$ cat src/rtl/mem_arbiter.sv
// Round-robin, non-preemptive arbiter sharing one RAM port between the I/D caches of two cores.
// Optional build macro MEMARB_DPRIO_EN: data (odd) requesters take precedence over instruction ones.
module mem_arbiter #(
  parameter int NREQ = 4,
  parameter int AW   = 32,
  parameter int DW   = 32
) (
  input  logic               CLK,
  input  logic               RST,
  input  logic [NREQ-1:0]    req_ren,
  input  logic [NREQ-1:0]    req_wen,
  input  logic [NREQ*AW-1:0] req_addr,
  input  logic [NREQ*DW-1:0] req_store,
  output logic [NREQ-1:0]    req_wait,
  output logic [DW-1:0]      req_load,
  output logic               ram_ren,
  output logic               ram_wen,
  output logic [AW-1:0]      ram_addr,
  output logic [DW-1:0]      ram_store,
  input  logic [DW-1:0]      ram_load,
  input  logic               ram_ready
);

  localparam int GW = (NREQ > 1) ? $clog2(NREQ) : 1;

  typedef enum logic {IDLE = 1'b0, BUSY = 1'b1} state_t;

  state_t          state, state_nxt;
  logic [GW-1:0]   gnt, gnt_nxt, ptr, ptr_nxt;
  logic [GW-1:0]   pick, sel;
  logic [NREQ-1:0] req_act, cand;
  logic            found, busy;

  assign req_act  = req_ren | req_wen;
  assign req_load = ram_load;
  // Reset blanks the RAM port in the same cycle so an in-flight access is dropped cleanly.
  assign busy     = (state == BUSY) && !RST;

`ifdef MEMARB_DPRIO_EN
  logic [NREQ-1:0] data_act;

  always_comb begin
    data_act = '0;
    for (int i = 1; i < NREQ; i += 2) data_act[i] = req_act[i];
    cand = (|data_act) ? data_act : req_act;
  end
`else
  assign cand = req_act;
`endif

  // First candidate at or after ptr, wrapping modulo NREQ.
  always_comb begin
    found = 1'b0;
    pick  = '0;
    sel   = '0;
    for (int k = 0; k < NREQ; k++) begin
      sel = GW'((int'(ptr) + k) % NREQ);
      if (!found && cand[sel]) begin
        found = 1'b1;
        pick  = sel;
      end
    end
  end

  always_comb begin
    state_nxt = state;
    gnt_nxt   = gnt;
    ptr_nxt   = ptr;
    ram_ren   = 1'b0;
    ram_wen   = 1'b0;
    ram_addr  = '0;
    ram_store = '0;
    case (state)
      IDLE: begin
        if (found) begin
          gnt_nxt   = pick;
          state_nxt = BUSY;
        end
      end
      BUSY: begin
        if (busy) begin
          ram_addr  = req_addr[int'(gnt)*AW +: AW];
          ram_store = req_store[int'(gnt)*DW +: DW];
          ram_wen   = req_wen[gnt];
          ram_ren   = req_ren[gnt] & ~req_wen[gnt];
        end
        // Completion or withdrawal both release the port and advance the rotation.
        if (ram_ready || !req_act[gnt]) begin
          state_nxt = IDLE;
          ptr_nxt   = (gnt == GW'(NREQ - 1)) ? '0 : gnt + 1'b1;
        end
      end
      default: state_nxt = IDLE;
    endcase
  end

  always_comb begin
    req_wait = '0;
    for (int i = 0; i < NREQ; i++)
      req_wait[i] = req_act[i] && !(busy && (gnt == GW'(i)) && ram_ready);
  end

  always_ff @(posedge CLK) begin
    if (RST) begin
      state <= IDLE;
      gnt   <= '0;
      ptr   <= '0;
    end else begin
      state <= state_nxt;
      gnt   <= gnt_nxt;
      ptr   <= ptr_nxt;
    end
  end

endmodule

$ cat config.mk
export PLATFORM = sky130hd
export DESIGN_NAME = mem_arbiter
export DESIGN_NICKNAME = d
export VERILOG_FILES = /design/src/rtl/mem_arbiter.sv
export SDC_FILE = /design/constraint.sdc
export NUM_CORES = 1
export LEC_CHECK = 0
export ABC_AREA = 1
export CAP_MARGIN = 20
export CELL_PAD_IN_SITES_DETAIL_PLACEMENT = 0
export CELL_PAD_IN_SITES_GLOBAL_PLACEMENT = 1
export CORE_MARGIN = 8
export CORE_UTILIZATION = 13
export DETAILED_ROUTE_END_ITERATION = 10
export PLACE_DENSITY = 0.82
export SLEW_MARGIN = 20
export SYNTH_ARGS = -nofsm -noshare
export SYNTH_HDL_FRONTEND = slang
export SYNTH_SLANG_ARGS = --single-unit
$ cat constraint.sdc
create_clock -name CLK -period 1.55 [get_ports CLK]
set_input_delay 0.31 -clock CLK [delete_from_list [all_inputs] [get_ports CLK]]
set_output_delay 0.31 -clock CLK [all_outputs]
set_load 0.05 [all_outputs]
# After elaboration in Yosys (flattened, before gate mapping)
# Index checks and enable logic that the tools add are counted.
# totals
ff_bits	5
out_inout_bits	102
elab_cells	84
input_bits	299
# op_classes
n_eq_ne	3
n_lt_le_gt_ge	5
n_addsub	4
n_reduce_logical	29
muxes	34
shift	2
bitwise_logic	4
# op_table
cell	count
128-bit by 8-bit indexed part select with 32-bit output	2
32-bit 2-to-1 mux	4
1-bit 2-to-1 mux	17
1-bit logical AND	16
2-bit by 3-bit less-than comparator with 1-bit output (second input constant)	5
1-bit binary-select mux with 2-bit select	7
2-bit 2-to-1 mux	5
1-bit zero test	9
2-bit by 1-bit adder with 2-bit output (second input constant)	2
2-bit adder (second input constant)	2
2-bit == test (second input constant)	2
4-bit OR	1
2-bit AND reduction	2
2-bit by 1-bit == test with 1-bit output (second input constant)	1
2-bit zero test	1
1-bit inverter	2
1-bit case mux with 2 select lines	1
1-bit AND	1
1-bit logical OR	1

# Logic depth before layout (Yosys ltp)
# depth
ltp_word	15
mapped_depth	12
ltp_nobuf	11

# Worst setup path before layout
# No wires, ideal clock.
# synth_path
kind	flip-flop to output port
start	register gnt[0]
end	output req_wait[0]
path_stages_with_launch	7
required_ns	1.240
setup_slack_ns	-0.664
arrival_time_ns	1.904
n_path_buf	3
cell_sequence	dfxtp_1 buf_4 inv_4 buf_6 buf_2 ha_1 a31oi_1
# synth_between
elab_chain_len	5
# synth_rtl
item	line_no	rtl
from (decl)	29	logic [GW-1:0] gnt, gnt_nxt, ptr, ptr_nxt;
from (signal assigned)	110	gnt <= gnt_nxt;
2-bit zero test	100	req_wait[i] = req_act[i] && !(busy && (gnt == GW'(i)) && ram_ready);
1-bit logical AND (2 in a row)	100	
1-bit zero test	100	
1-bit logical AND	100	
to (decl)	14	output logic [NREQ-1:0] req_wait,
# Every way passes these cells.

# Worst setup path in the final report
# layout_path
start	register gnt[0]
end	output ram_addr[24]
# layout_between
elab_chain_len	3
# layout_rtl
item	line_no	rtl
128-bit by 8-bit indexed part select with 32-bit output	82	ram_addr = req_addr[int'(gnt)*AW +: AW];
32-bit 2-to-1 mux	81	if (busy) begin
32-bit 2-to-1 mux	73	case (state)
to (decl)	18	output logic [AW-1:0] ram_addr,
# Every way passes these cells.

==> impl_metrics.yaml <==
global_route:
  antenna_found_initial: 2
  track_usage: 0.152
  grt_pass1_vias: 5930
  grt_max_degree: 33
  grt-ovfl-total: 0
  grt_pass1_wl_um: 34300
pwr:
  p_leak_nw: 3.53
  seq_power_share: 0.033
  peakVddDrop_uv: 383
  finalPower_mw: 5.93
  p_comb_frac: 0.896
  internal_power_mw: 3.02
  clock_power_share: 0.072
  switching_share: 0.490
  p_per_area_mw_per_mm2: 613
  p_sw_mw: 2.91
timing:
  final-setup-viol-count: 73
  finalCritPeriodShare: 1.24
  max_slew_margin: 0.733
  slew_viol_final: 0
  finalWorstSetupSlack_ps: -370
  grt_setup_unrepaired: "yes"
  worstMarginPinSlew_ps: 401
  finalHoldViolCount: 0
  layout_min_cycle_time_ps: 1920
  clock.fmax_mhz: 521
  clock_skew_ps: 1.11
route:
  vias_per_cell: 4.29
  wl_per_cell_um: 18.1
  vias: 5588
  drt_iter0_markers: 195
  antenna_left: 0
  drt_wl_total_um: 23500
  drtPass1Iterations: 4
  drc: 0
synth:
  synthCells: 640
  postSynthAreaPerCell_sq_um: 4.84
  synthMuxAreaShare: 0
  async_flop_share: 0
  synth_top_family_by_area: "simple AND/OR/NAND/NOR gates"
  synth_top_area_frac: 0.324
  synth_enable_flop_cells: 0
  syn_nets: 943
  synth-seq-area-share: 0.0323
  synth-compound-area-share: 0.344
  yosys.area.top_type: "nor2_1"
  ys_warn_count: 0
  ys_types: 31
  syn_area_sq_mm: 0.00310
  synth_simple_gate_area_share: 0.439
  synth-adder-area-share: 0.0162
  ys_seq_elements: 5
  synth_ff_type: "dfxtp_1"
  synth_xor_area_frac: 0
  synth_area_leaders: "nor2_1, o21ai_0, a21oi_1, buf_4, nand2_1"
critical_path:
  crit_path_end_kind: "output pin"
  crit_top_cell: "nor2_1"
  ff2ff_path_depth: 8
  path_cells: "buf_6, nor2_1, nor2_1, o21ai_0, buf_4, a21oi_4, buf_12"
  max_stage_delay_ps: 440
  cp.depth: 7
  start_kind: "flop"
  crit_path_max_fanout: 23
  critical_path_required_ps: 1240
  critPathKind: "reg -> out"
  worstPathArrival_ps: 1610
  cpLargestDelayFamily: "buffers and inverters"
  crit_buf_inv: 3
  cpMaxStageDelayCell: "dfxtp_4"
floorplanning:
  start_util: 0.132
  rows: 56
  die_w_um: 170
  pin_count: 401
  dieHeight_um: 170
  dieArea_sq_mm: 0.0290
  coreArea_sq_mm: 0.0234
status:
  violations: "setup timing"
  status: "finished with violations"
min_path:
  worstHoldPathCells: 2
  hp-class: "reg -> reg"
cts:
  worstSkewPairLatency_ps: 230
  clockBufferDepth: 2
  htreeDepth: 1
  clk_transition_reported_paths_ps: 30
  cts_sinks: 5
  ctsHoldBuffers: 0
  numCtsBuffers: 3
  cts_tree: "done"
  clock-root-buffer: "clkbuf_16"
final_layout:
  layout-drive-gt1-share: 0.409
  stdcell_area_sq_mm: 0.00967
  final_cell_mix: "clkdlybuf4s50_1, nor2_1, buf_12"
  area_growth_pct: 212
  layout.nets: 1286
  final_common_cell: "clkdlybuf4s50_1"
  num-fill-cells: 2350
  final_core_util: 0.413
placed_design:
  io_buffers: 336
  gp_congestion: 0.858
  dpl-instance-area_sq_mm: 0.00864
  dp_hpwl_um: 18800
run:
  max-cap-violations: 0
synthesized netlist by cell type, types with 3 or more instances:
library cell,number
dfxtp_1,5
buf_4,34
a31oi_1,4
buf_2,17
nand2_2,5
nand3_1,13
o21ai_0,121
nand2_1,30
clkbuf_1,24
nor2_1,267
buf_1,6
a21oi_1,68
ha_1,4
inv_1,3
o21ai_1,10
nor2_2,4
inv_2,6
sequential cells by signal (all words and copies together) (netlist names):
signal	count
gnt	2
ptr	2
state	1
tightest hold or removal path: cells and delay by family, from the launching register on:
family | cells | cell delay, ps
simple gates | 1 | 90
flops | 1 | 360
compound gates | 1 | 40
layout make-up:
class                      count  area, sq um  share of cell area
timing repair buffer         421         5130               0.531
multi-input combinational    541         3890               0.403
tap                          319          399              0.0413
sequential                     5          111              0.0115
clock buffer                   4         78.8             0.00815
inverter                      11         53.8             0.00556
antenna                        1         2.50            0.000259
power by group through the flow:
stage | clock [mW] | combinational (mW) | sequential [mW]
5_1_grt | 0.448 | 5.65 | 0.196
2_1_floorplan | 0 | 2.64 | 0.167
3_5_place_dp | 0 | 4.54 | 0.182
3_3_place_gp | 0 | 4.53 | 0.182
4_1_cts | 0.433 | 5.18 | 0.191
6_report | 0.427 | 5.31 | 0.193
worst paths after layout:
path	from	end	slack, ps
min	ptr[1]	ptr[1]	520
max reg2reg	gnt[0]	ptr[1]	-20
max	gnt[0]	ram_addr[24]	-370
min reg2reg	ptr[1]	ptr[1]	520
layer usage:
| metal | share of wire | GRT usage | vias up |
|---|---|---|---|
| met5 | 0.00043 | 0 | - |
| li1 | - | - | 2768 |
| met1 | 0.39 | 0.173 | 2557 |
| met4 | 0.019 | 0.0313 | 2 |
| met2 | 0.51 | 0.276 | 217 |
| met3 | 0.078 | 0.0433 | 44 |
metrics by stage:
stage	std cells	setup TNS [ps]	hold slack (ps)	setup WS, ps
6_report	1302	-22190	523	-370
5_1_grt	1302	-27320	551	-432
4_1_cts	1299	-23160	564	-376
3_5_place_dp	1285	-22650	564	-340
3_3_place_gp	1285	-21310	571	-323
2_1_floorplan	640	-7840	379	-149
cell families after synthesis:
kind of cell,count (synthesis)
flip-flops,5
adder cells (fa/ha/maj),4
buffers and inverters,94
AO/OA/AOI/OAI,208
AND/OR/NAND/NOR,329
repair_timing:
| item | in CTS | in global routing |
|---|---|---|
| setup endpoints to repair | 73 | 75 |
| setup buffers | 5 | 1 |
| gates resized for setup | 233 | 59 |
| pin swaps | 26 | 23 |
| endpoints found under the hold margin | 0 | 0 |
| cloned | 5 | 1 |
Power figures use the tool's default switching activity.
